### config.mk
export PLATFORM = sky130hd
export DESIGN_NAME = hazard_ctrl_unit
export DESIGN_NICKNAME = d
export VERILOG_FILES = /design/src/rtl/hazard_pkg.sv /design/src/rtl/hazard_perf_cnt.sv /design/src/rtl/hazard_ctrl_unit.sv
export SDC_FILE = /design/constraint.sdc
export NUM_CORES = 1
export LEC_CHECK = 0
export BUFFER_PORTS_ARGS = -buffer_cell sky130_fd_sc_hd__clkbuf_2
export CELL_PAD_IN_SITES_DETAIL_PLACEMENT = 0
export CELL_PAD_IN_SITES_GLOBAL_PLACEMENT = 1
export CORE_MARGIN = 3
export CORE_UTILIZATION = 24
export DETAILED_ROUTE_END_ITERATION = 6
export PLACE_DENSITY_LB_ADDON = 0.2
export RECOVER_POWER = 25
export SYNTH_ARGS = -nofsm -noshare
export SYNTH_HDL_FRONTEND = slang
export SYNTH_SLANG_ARGS = --single-unit
### constraint.sdc
create_clock -name clk -period 1.3 [get_ports clk]
set_input_delay 0 -clock clk [delete_from_list [all_inputs] [get_ports clk]]
set_output_delay 0 -clock clk [all_outputs]
set_load 0.1 [all_outputs]
### src/rtl/hazard_pkg.sv
// Package: hazard_pkg
// Shared types and constants for the pipeline hazard controller.
//   hazard_state_e  : controller state {RUN, MC_WAIT}
//   REG_ZERO        : architectural zero register index (never a hazard source)
//   mc_lat_legal()  : elaboration-time range check for the multicycle EX latency
package hazard_pkg;

    typedef enum logic {
        RUN     = 1'b0,
        MC_WAIT = 1'b1
    } hazard_state_e;

    localparam int REG_ZERO   = 0;
    localparam int MC_LAT_MIN = 2;
    localparam int MC_LAT_MAX = 15;

    function automatic bit mc_lat_legal(input int lat);
        return (lat >= MC_LAT_MIN) && (lat <= MC_LAT_MAX);
    endfunction

endpackage

### src/rtl/hazard_perf_cnt.sv
// Module: hazard_perf_cnt
// Pair of saturating event counters for hazard statistics.
// Ports:
//   clk          in   clock, rising edge
//   reset        in   asynchronous, active-high; clears both counters
//   stall_inc    in   count one stall cycle
//   flush_inc    in   count one flush event
//   stall_cycles out  CNT_W stall-cycle count, holds at all-ones
//   flush_events out  CNT_W flush-event count, holds at all-ones
module hazard_perf_cnt #(
    parameter int CNT_W = 32
) (
    input  logic             clk,
    input  logic             reset,
    input  logic             stall_inc,
    input  logic             flush_inc,
    output logic [CNT_W-1:0] stall_cycles,
    output logic [CNT_W-1:0] flush_events
);

    always_ff @(posedge clk or posedge reset) begin
        if (reset) begin
            stall_cycles <= '0;
            flush_events <= '0;
        end else begin
            if (stall_inc && (stall_cycles != '1)) begin
                stall_cycles <= stall_cycles + CNT_W'(1);
            end
            if (flush_inc && (flush_events != '1)) begin
                flush_events <= flush_events + CNT_W'(1);
            end
        end
    end

endmodule

### src/rtl/hazard_ctrl_unit.sv
// Module: hazard_ctrl_unit
// Pipeline hazard controller beside the ID stage. Generates PC / IF/ID write
// enables and IF/ID, ID/EX flush/hold controls for load-use stalls, taken-branch
// flushes and multicycle (mult/div) EX occupancy. Outputs are combinational from
// the current state and inputs.
// Optional feature: define HAZ_PERF_EN to add saturating performance counters.
// Ports:
//   clk, reset        clock (rising edge), asynchronous active-high reset
//   id_rs, id_rt      source register indices of the instruction in ID
//   id_uses_rt        ID instruction reads rt
//   id_mc_op          ID instruction is a multicycle EX op
//   idex_mem_to_reg   instruction in EX is a load
//   idex_rt           destination of the load in EX
//   ex_branch_taken   EX resolved a taken branch/jump
//   pc_write          PC update enable
//   ifid_write        IF/ID update enable
//   ifid_flush        IF/ID clear to NOP
//   idex_flush        ID/EX clear to bubble
//   idex_hold         ID/EX retains contents
//   ex_busy           multicycle op in progress
//   stall_cycles      (HAZ_PERF_EN) cycles with pc_write low
//   flush_events      (HAZ_PERF_EN) cycles with ifid_flush high
module hazard_ctrl_unit
    import hazard_pkg::*;
#(
    parameter int REG_W  = 5,
    parameter int MC_LAT = 4,
    parameter int CNT_W  = 32
) (
    input  logic             clk,
    input  logic             reset,
    input  logic [REG_W-1:0] id_rs,
    input  logic [REG_W-1:0] id_rt,
    input  logic             id_uses_rt,
    input  logic             id_mc_op,
    input  logic             idex_mem_to_reg,
    input  logic [REG_W-1:0] idex_rt,
    input  logic             ex_branch_taken,
    output logic             pc_write,
    output logic             ifid_write,
    output logic             ifid_flush,
    output logic             idex_flush,
    output logic             idex_hold,
    output logic             ex_busy
`ifdef HAZ_PERF_EN
    ,
    output logic [CNT_W-1:0] stall_cycles,
    output logic [CNT_W-1:0] flush_events
`endif
);

    localparam int MC_CNT_W = $clog2(MC_LAT);

    if (!mc_lat_legal(MC_LAT)) begin : g_bad_mc_lat
        $error("hazard_ctrl_unit: MC_LAT must lie in 2..15");
    end
    if (CNT_W < 1) begin : g_bad_cnt_w
        $error("hazard_ctrl_unit: CNT_W must be at least 1");
    end

    hazard_state_e       state, state_nxt;
    logic [MC_CNT_W-1:0] mc_cnt, mc_cnt_nxt;
    logic                load_use;

    // The load's destination must be a real register and match a source the
    // ID instruction actually reads; rt only counts when the op reads it.
    assign load_use = idex_mem_to_reg
                   && (idex_rt != REG_W'(REG_ZERO))
                   && ((idex_rt == id_rs) || (id_uses_rt && (idex_rt == id_rt)));

    // NOTE: asynchronous reset with non-blocking updates; a reset mid-MC_WAIT
    // drops straight back to RUN without waiting for an edge.
    always_ff @(posedge clk or posedge reset) begin
        if (reset) begin
            state  <= RUN;
            mc_cnt <= '0;
        end else begin
            state  <= state_nxt;
            mc_cnt <= mc_cnt_nxt;
        end
    end

    // NOTE: every output and next-state value is defaulted first so no path
    // through the case can leave a signal unassigned and infer a latch.
    always_comb begin
        state_nxt  = state;
        mc_cnt_nxt = mc_cnt;
        pc_write   = 1'b1;
        ifid_write = 1'b1;
        ifid_flush = 1'b0;
        idex_flush = 1'b0;
        idex_hold  = 1'b0;
        ex_busy    = 1'b0;

        unique case (state)
            RUN: begin
                if (ex_branch_taken) begin
                    // Wrong-path instructions in IF/ID and ID are squashed;
                    // the front end keeps fetching from the branch target.
                    ifid_flush = 1'b1;
                    idex_flush = 1'b1;
                end else if (load_use) begin
                    // One bubble: the load leaves EX next cycle, clearing the hazard.
                    pc_write   = 1'b0;
                    ifid_write = 1'b0;
                    idex_flush = 1'b1;
                end else if (id_mc_op) begin
                    // The mc op enters EX at this edge; it occupies EX for
                    // MC_LAT cycles, the first of which is this entry edge.
                    state_nxt  = MC_WAIT;
                    mc_cnt_nxt = MC_CNT_W'(MC_LAT - 1);
                end
            end

            MC_WAIT: begin
                // EX is holding the mc op, so no load or branch can be in EX.
                pc_write   = 1'b0;
                ifid_write = 1'b0;
                idex_hold  = 1'b1;
                ex_busy    = 1'b1;
                mc_cnt_nxt = mc_cnt - MC_CNT_W'(1);
                if (mc_cnt == MC_CNT_W'(1)) begin
                    state_nxt = RUN;
                end
            end

            default: begin
                state_nxt  = RUN;
                mc_cnt_nxt = '0;
            end
        endcase
    end

`ifdef HAZ_PERF_EN
    hazard_perf_cnt #(
        .CNT_W (CNT_W)
    ) u_perf (
        .clk          (clk),
        .reset        (reset),
        .stall_inc    (~pc_write),
        .flush_inc    (ifid_flush),
        .stall_cycles (stall_cycles),
        .flush_events (flush_events)
    );
`endif

endmodule

=== Word-level counts from Yosys, hierarchy flattened ===
Cells that the tools add are included.
Widths: inputs -> output; s select.

* Divide/modulo/power cells: 0
* Shifts and indexed selects: 0
* $mul: 0
* $add $sub $neg: 1
* Multiplexer cells: 18
* Bitwise operators: 1
* Magnitude comparators: 0
* Reduce and logical (&&, ||, !) cells: 6
* Eq/ne operators: 6

{| class="wikitable"
|+ Operators with widths
! cell !! count
|-
| $mux 1 || 12
|-
| $eq 5x5->1 || 2
|-
| $mux 2 || 3
|-
| $ne 2x2->1 const B || 3
|-
| $reduce_bool 5->1 || 1
|-
| $pmux 1 s2 || 2
|-
| $pmux 2 s2 || 1
|-
| $logic_and 1x1->1 || 3
|-
| $reduce_and 3->1 || 1
|-
| $eq 2x1->1 const B || 1
|-
| $sub 2x1->2 const B || 1
|-
| $logic_or 1x1->1 || 1
|-
| $not 1->1 || 1
|}

* Bits in writable memories: 0
* Word-level logic and storage cells: 34
* Bits of input ports: 21
* Memories: 0
* Bits in read-only memories: 0
* Latch bits: 0
* Output and inout bits: 6
* Bits in registers: 3

=== Logic depth before layout (Yosys ltp) ===
* Depth in word-level cells: 7
* Depth in mapped cells: 6
* Depth with buffers taken out: 5

=== Worst setup path after synthesis ===
OpenSTA, ideal clock, no wires.

* Path type: reg2out
* Start: register state
* End: output pc_write
* Path slack: -1.543 ns
* Arrival: 2.843 ns
* Cell stages (with the launch flop): 4
* Required time: 1.300 ns
* Buffers on the path: 2
* Cells stage by stage: dfrtp_1 > clkbuf_1 > nor2_1 > buf_4

* Word-level cells in the longest chain between the ends: 2

{| class="wikitable"
|+ Ends and longest elaborated chain
! item !! RTL line !! source
|-
| start, declared || hazard_ctrl_unit.sv:61 || <nowiki>hazard_state_e state, state_nxt;</nowiki>
|-
| start signal, assigned || hazard_ctrl_unit.sv:78 || <nowiki>state <= state_nxt;</nowiki>
|-
| $not 1->1 || n/a ||
|-
| $pmux 1 s2 * || n/a ||
|-
| end, declared || hazard_ctrl_unit.sv:39 || <nowiki>output logic pc_write,</nowiki>
|}

Every way passes the cells marked *; elsewhere a longest branch is shown, timed or not.

=== Worst setup path in the final report ===
* Start: register state
* End: output idex_flush

* Word-level cells in the longest chain between the ends: 1

{| class="wikitable"
|+ Ends and longest elaborated chain
! item !! RTL line !! source
|-
| $mux 1 || hazard_ctrl_unit.sv:95 || <nowiki>unique case (state)</nowiki>
|-
| end, declared || hazard_ctrl_unit.sv:42 || <nowiki>output logic idex_flush,</nowiki>
|}

Every way passes these cells.

==> results_tabular.tex <==
\begin{tabular}{lr}
\hline
Metric & Value \\
\hline
\multicolumn{2}{l}{\textbf{Worst setup path}} \\
Required time of the critical path & between 1 and 1.5 ns \\
Crit-path cells & o21ba\_2, buf\_12 \\
WS Path Type & flop to primary output \\
Sort of element at the end of the critical path & primary output \\
CP Launch Point & state \\
Data arrival, critical path & about 1.3 ns \\
Startpoint of the lowest-slack register-to-register path & mc\_cnt[0] \\
Buffers \& Inverters on Critical Path & 1 \\
Worst-path fanout max & 10 \\
Cell with the largest stage delay on the worst path & dfrtp\_4 \\
Critical Path Source Type & flop \\
Largest delay share family, worst path & flip-flops \\
Delay of the slowest critical-path stage & 0.56 ns \\
\multicolumn{2}{l}{\textbf{STA}} \\
Worst Slack Setup Final & roughly 0.044 ns \\
Hold violation count in the final report & 0 \\
Upper clock frequency limit & roughly 0.80 GHz \\
Number of failing setup endpoints in the final timing report & 0 \\
Worst hold slack across all endpoints & around 0.13 ns \\
Final critical delay including setup and external delays & approximately 1.3 ns \\
Relative slew slack & 83.70\% \\
Fin. max-slew vios & 0 \\
Worst Tran Pin Value & between 0.2 and 0.25 ns \\
Unrepaired setup endpoints after global routing & yes \\
Worst Skew & 0.001719 ns \\
Final period utilization & slightly below 100\% \\
\multicolumn{2}{l}{\textbf{Place}} \\
Last weighted congestion value of the routability-driven placer & 0.6543 \\
Half-perimeter wire length after detailed placement & $\sim$710 um \\
Pre-CTS WS & -0.01475 ns \\
Count of input and output buffers & 26 \\
\multicolumn{2}{l}{\textbf{Final layout}} \\
Leading cell types in the layout, fill and taps excluded & clkbuf\_2, xor2\_1, buf\_12 \\
Synth-to-layout area growth & 105.6\% \\
Commonest non-fill, non-tap cell in the layout & clkbuf\_2 \\
Fill cell instance count of the final layout & between 100 and 150 \\
Antenna Cells & 0 \\
Util after Layout & 57.60\% \\
Net total in the final layout & 92 \\
Share of cells above drive strength 1 & between 60\% and 70\% \\
\multicolumn{2}{l}{\textbf{Clock network}} \\
Clock tree from TritonCTS & done \\
Deepest level of the CTS H-tree & 1 \\
Clock Pin Slew Worst Setup and Hold Paths & roughly 0.04 ns \\
Clock latency of the later-clocked register in the worst-skew pair & between 0.2 and 0.25 ns \\
Maximum count of clock buffers along a single path & 2 \\
Cell at the root of the clock tree & clkbuf\_4 \\
Number of buffers created by CTS & 3 \\
Clock tree sinks & 3 \\
\multicolumn{2}{l}{\textbf{Pwr}} \\
Power density over cell area & 2411 nW/um\^{}2 \\
Total internal power & roughly 0.00075 W \\
Relative contribution of sequential cells to total power & 15.1\% \\
Leakage dissipation & approximately 0.33 nW \\
Switching share of power & a little under three fifths \\
Power share of the clock group & 9.6\% \\
Gate power share & 75.2\% \\
Peak supply drop & approximately 1200 uV \\
Switch Pwr & a little over 0.0009 W \\
\multicolumn{2}{l}{\textbf{Synthesis}} \\
Synth Area per Inst & 8.857 um\^{}2 \\
Post-synth top area share & about a quarter \\
Number of cells produced by synthesis & 38 \\
Proportion of synthesized chip area in sequential cells & between 20\% and 30\% \\
Syn. warnings & 0 \\
Netlist Area Pre-Place & roughly 340 um\^{}2 \\
Cell taking the most area after synthesis & xor2\_1 \\
Synth Net Count & 60 \\
Post-synthesis cell type count & 20 \\
Most area-consuming cells after synthesis & xor2\_1, dfrtp\_1, mux2i\_1 \\
Number of register bits inferred by synthesis & 3 \\
\multicolumn{2}{l}{\textbf{Die}} \\
I/O pin count & 27 \\
Area of the die & $\sim$1900 um\^{}2 \\
Core Area & between 1000 and 1500 um\^{}2 \\
Die height & approximately 43 um \\
Starting Density & 28.02\% \\
Die X-Extent & between 40 and 50 um \\
Row cnt & 12 \\
\multicolumn{2}{l}{\textbf{Run status}} \\
Status & finished, final reports clean \\
\multicolumn{2}{l}{\textbf{Drt}} \\
Average wire per cell in the routed design & roughly 11 um \\
Number of nets with antenna violations after detailed routing & 0 \\
DRC Markers & 0 \\
Routed vias & 370 \\
Number of violations reported at the end of detailed-routing iteration 0 & 0 \\
Vias per cell & around 4.5 \\
Post-Route WL & about 890 um \\
Pre-Repair DR Iteration Count & 1 \\
\multicolumn{2}{l}{\textbf{Min path}} \\
Hold/Removal Path Class & input port to flop \\
Source of the worst hold timing path & ex\_branch\_taken \\
\multicolumn{2}{l}{\textbf{Run}} \\
Max-Cap Viols & 0 \\
\multicolumn{2}{l}{\textbf{GRT}} \\
Global-route usage over all layers & about a tenth \\
First-pass GRT wire length & between 1 and 1.5 mm \\
Antenna violations before repair & 0 \\
Via count of the first global-routing pass & approximately 360 \\
Overflow after GRT & 0 \\
Maximum number of pins on one net before global-route repair & 11 \\
\hline
\end{tabular}
==> kinds of logic after synthesis <==
| group | count (synthesis) | synth area share, % |
|---|---|---|
| AO/OA/AOI/OAI | 6 | 15.98 |
| XOR/XNOR | 10 | 26.02 |
| adder cells (fa/ha/maj) | 1 | 3.717 |
| buffers and inverters | 5 | 7.805 |
| flip-flops | 3 | 22.30 |
| multiplexers | 2 | 5.948 |
| AND/OR/NAND/NOR | 11 | 18.22 |
==> per-layer routing <==
metal  vias up  wire, um  GRT usage [%]
met1       160       353          10.24
li1        187         -              -
met5         -         0              0
met4         0         0          7.229
met3         0       106          5.394
met2        23       433          15.04
==> repair_timing <==
action | 4_1_cts | 5_1_grt
resized for setup | 1 | 15
endpoints found under the hold margin | 3 | 0
buffers inserted | 1 | 2
pin swaps | 5 | 7
setup endpoints to repair | 3 | 3
hold buffers | 1 | 0
==> tightest hold or removal path: cells and delay by family <==
family | cells | cell delay (ns)
simple gates | 1 | 0.06
buf+inv | 1 | 0.12
compound gates | 2 | 0.14
==> through the flow <==
step / setup TNS [ns] / total power (W) / instance area [um^2] / cells
3_3_place_gp: -0.01662 / 0.001478 / 574.3 / 75
6_report: 0 / 0.001669 / 691.9 / 83
3_5_place_dp: -0.02914 / 0.001487 / 574.3 / 75
4_1_cts: -0.04281 / 0.001666 / 626.9 / 81
5_1_grt: -0.004767 / 0.001735 / 691.9 / 83
2_1_floorplan: -0.4748 / 0.001154 / 377.9 / 38
==> power groups by stage <==
| stage | Clock [W] | Sequential [W] | Combinational (W) |
|---|---|---|---|
| CTS | 0.000166 | 0.000254 | 0.00125 |
| global route | 0.000183 | 0.000257 | 0.00129 |
| floorplan | 0 | 0.000302 | 0.000852 |
| detailed placement | 0 | 0.000258 | 0.00123 |
| global placement | 0 | 0.000255 | 0.00122 |
| finish | 0.000161 | 0.000253 | 0.00125 |
==> synthesized netlist by cell type, drive strengths merged <==
cell,instances
o21ba,1
or4,1
nor2b,2
o21ai,3
mux2i,2
xnor2,1
a32oi,1
inv,2
xor2,9
and2,1
a21oi,1
ha,1
nor4,1
buf,2
clkbuf,1
dfrtp,3
nor2,4
nor3,2
==> state kept, by name, summed over array words and instances (netlist names) <==
register	count
state	1
mc_cnt	2
==> area by class of cell <==
type,instances,area (um^2),area share (%)
repair buffers,30,285.3,41.23
multi-input cells,30,276.5,39.96
flip-flops and latches,3,78.83,11.39
clock buffers,4,26.28,3.797
well taps,14,17.52,2.532
inverters,2,7.507,1.085
==> worst paths after layout <==
| path | end | slack [ns] | cells after the start |
|---|---|---|---|
| worst max register to register | mc_cnt[1] | 0.29 | 3 |
| worst max-delay path | idex_flush | 0.04 | 2 |
| min in group asynchronous | mc_cnt[0] | 0.16 | 3 |
| worst min register to register | mc_cnt[1] | 0.53 | 2 |
| worst min-delay path | mc_cnt[0] | 0.13 | 4 |
| max in group asynchronous | state | 0.99 | 3 |
Power figures use the tool's default switching activity.
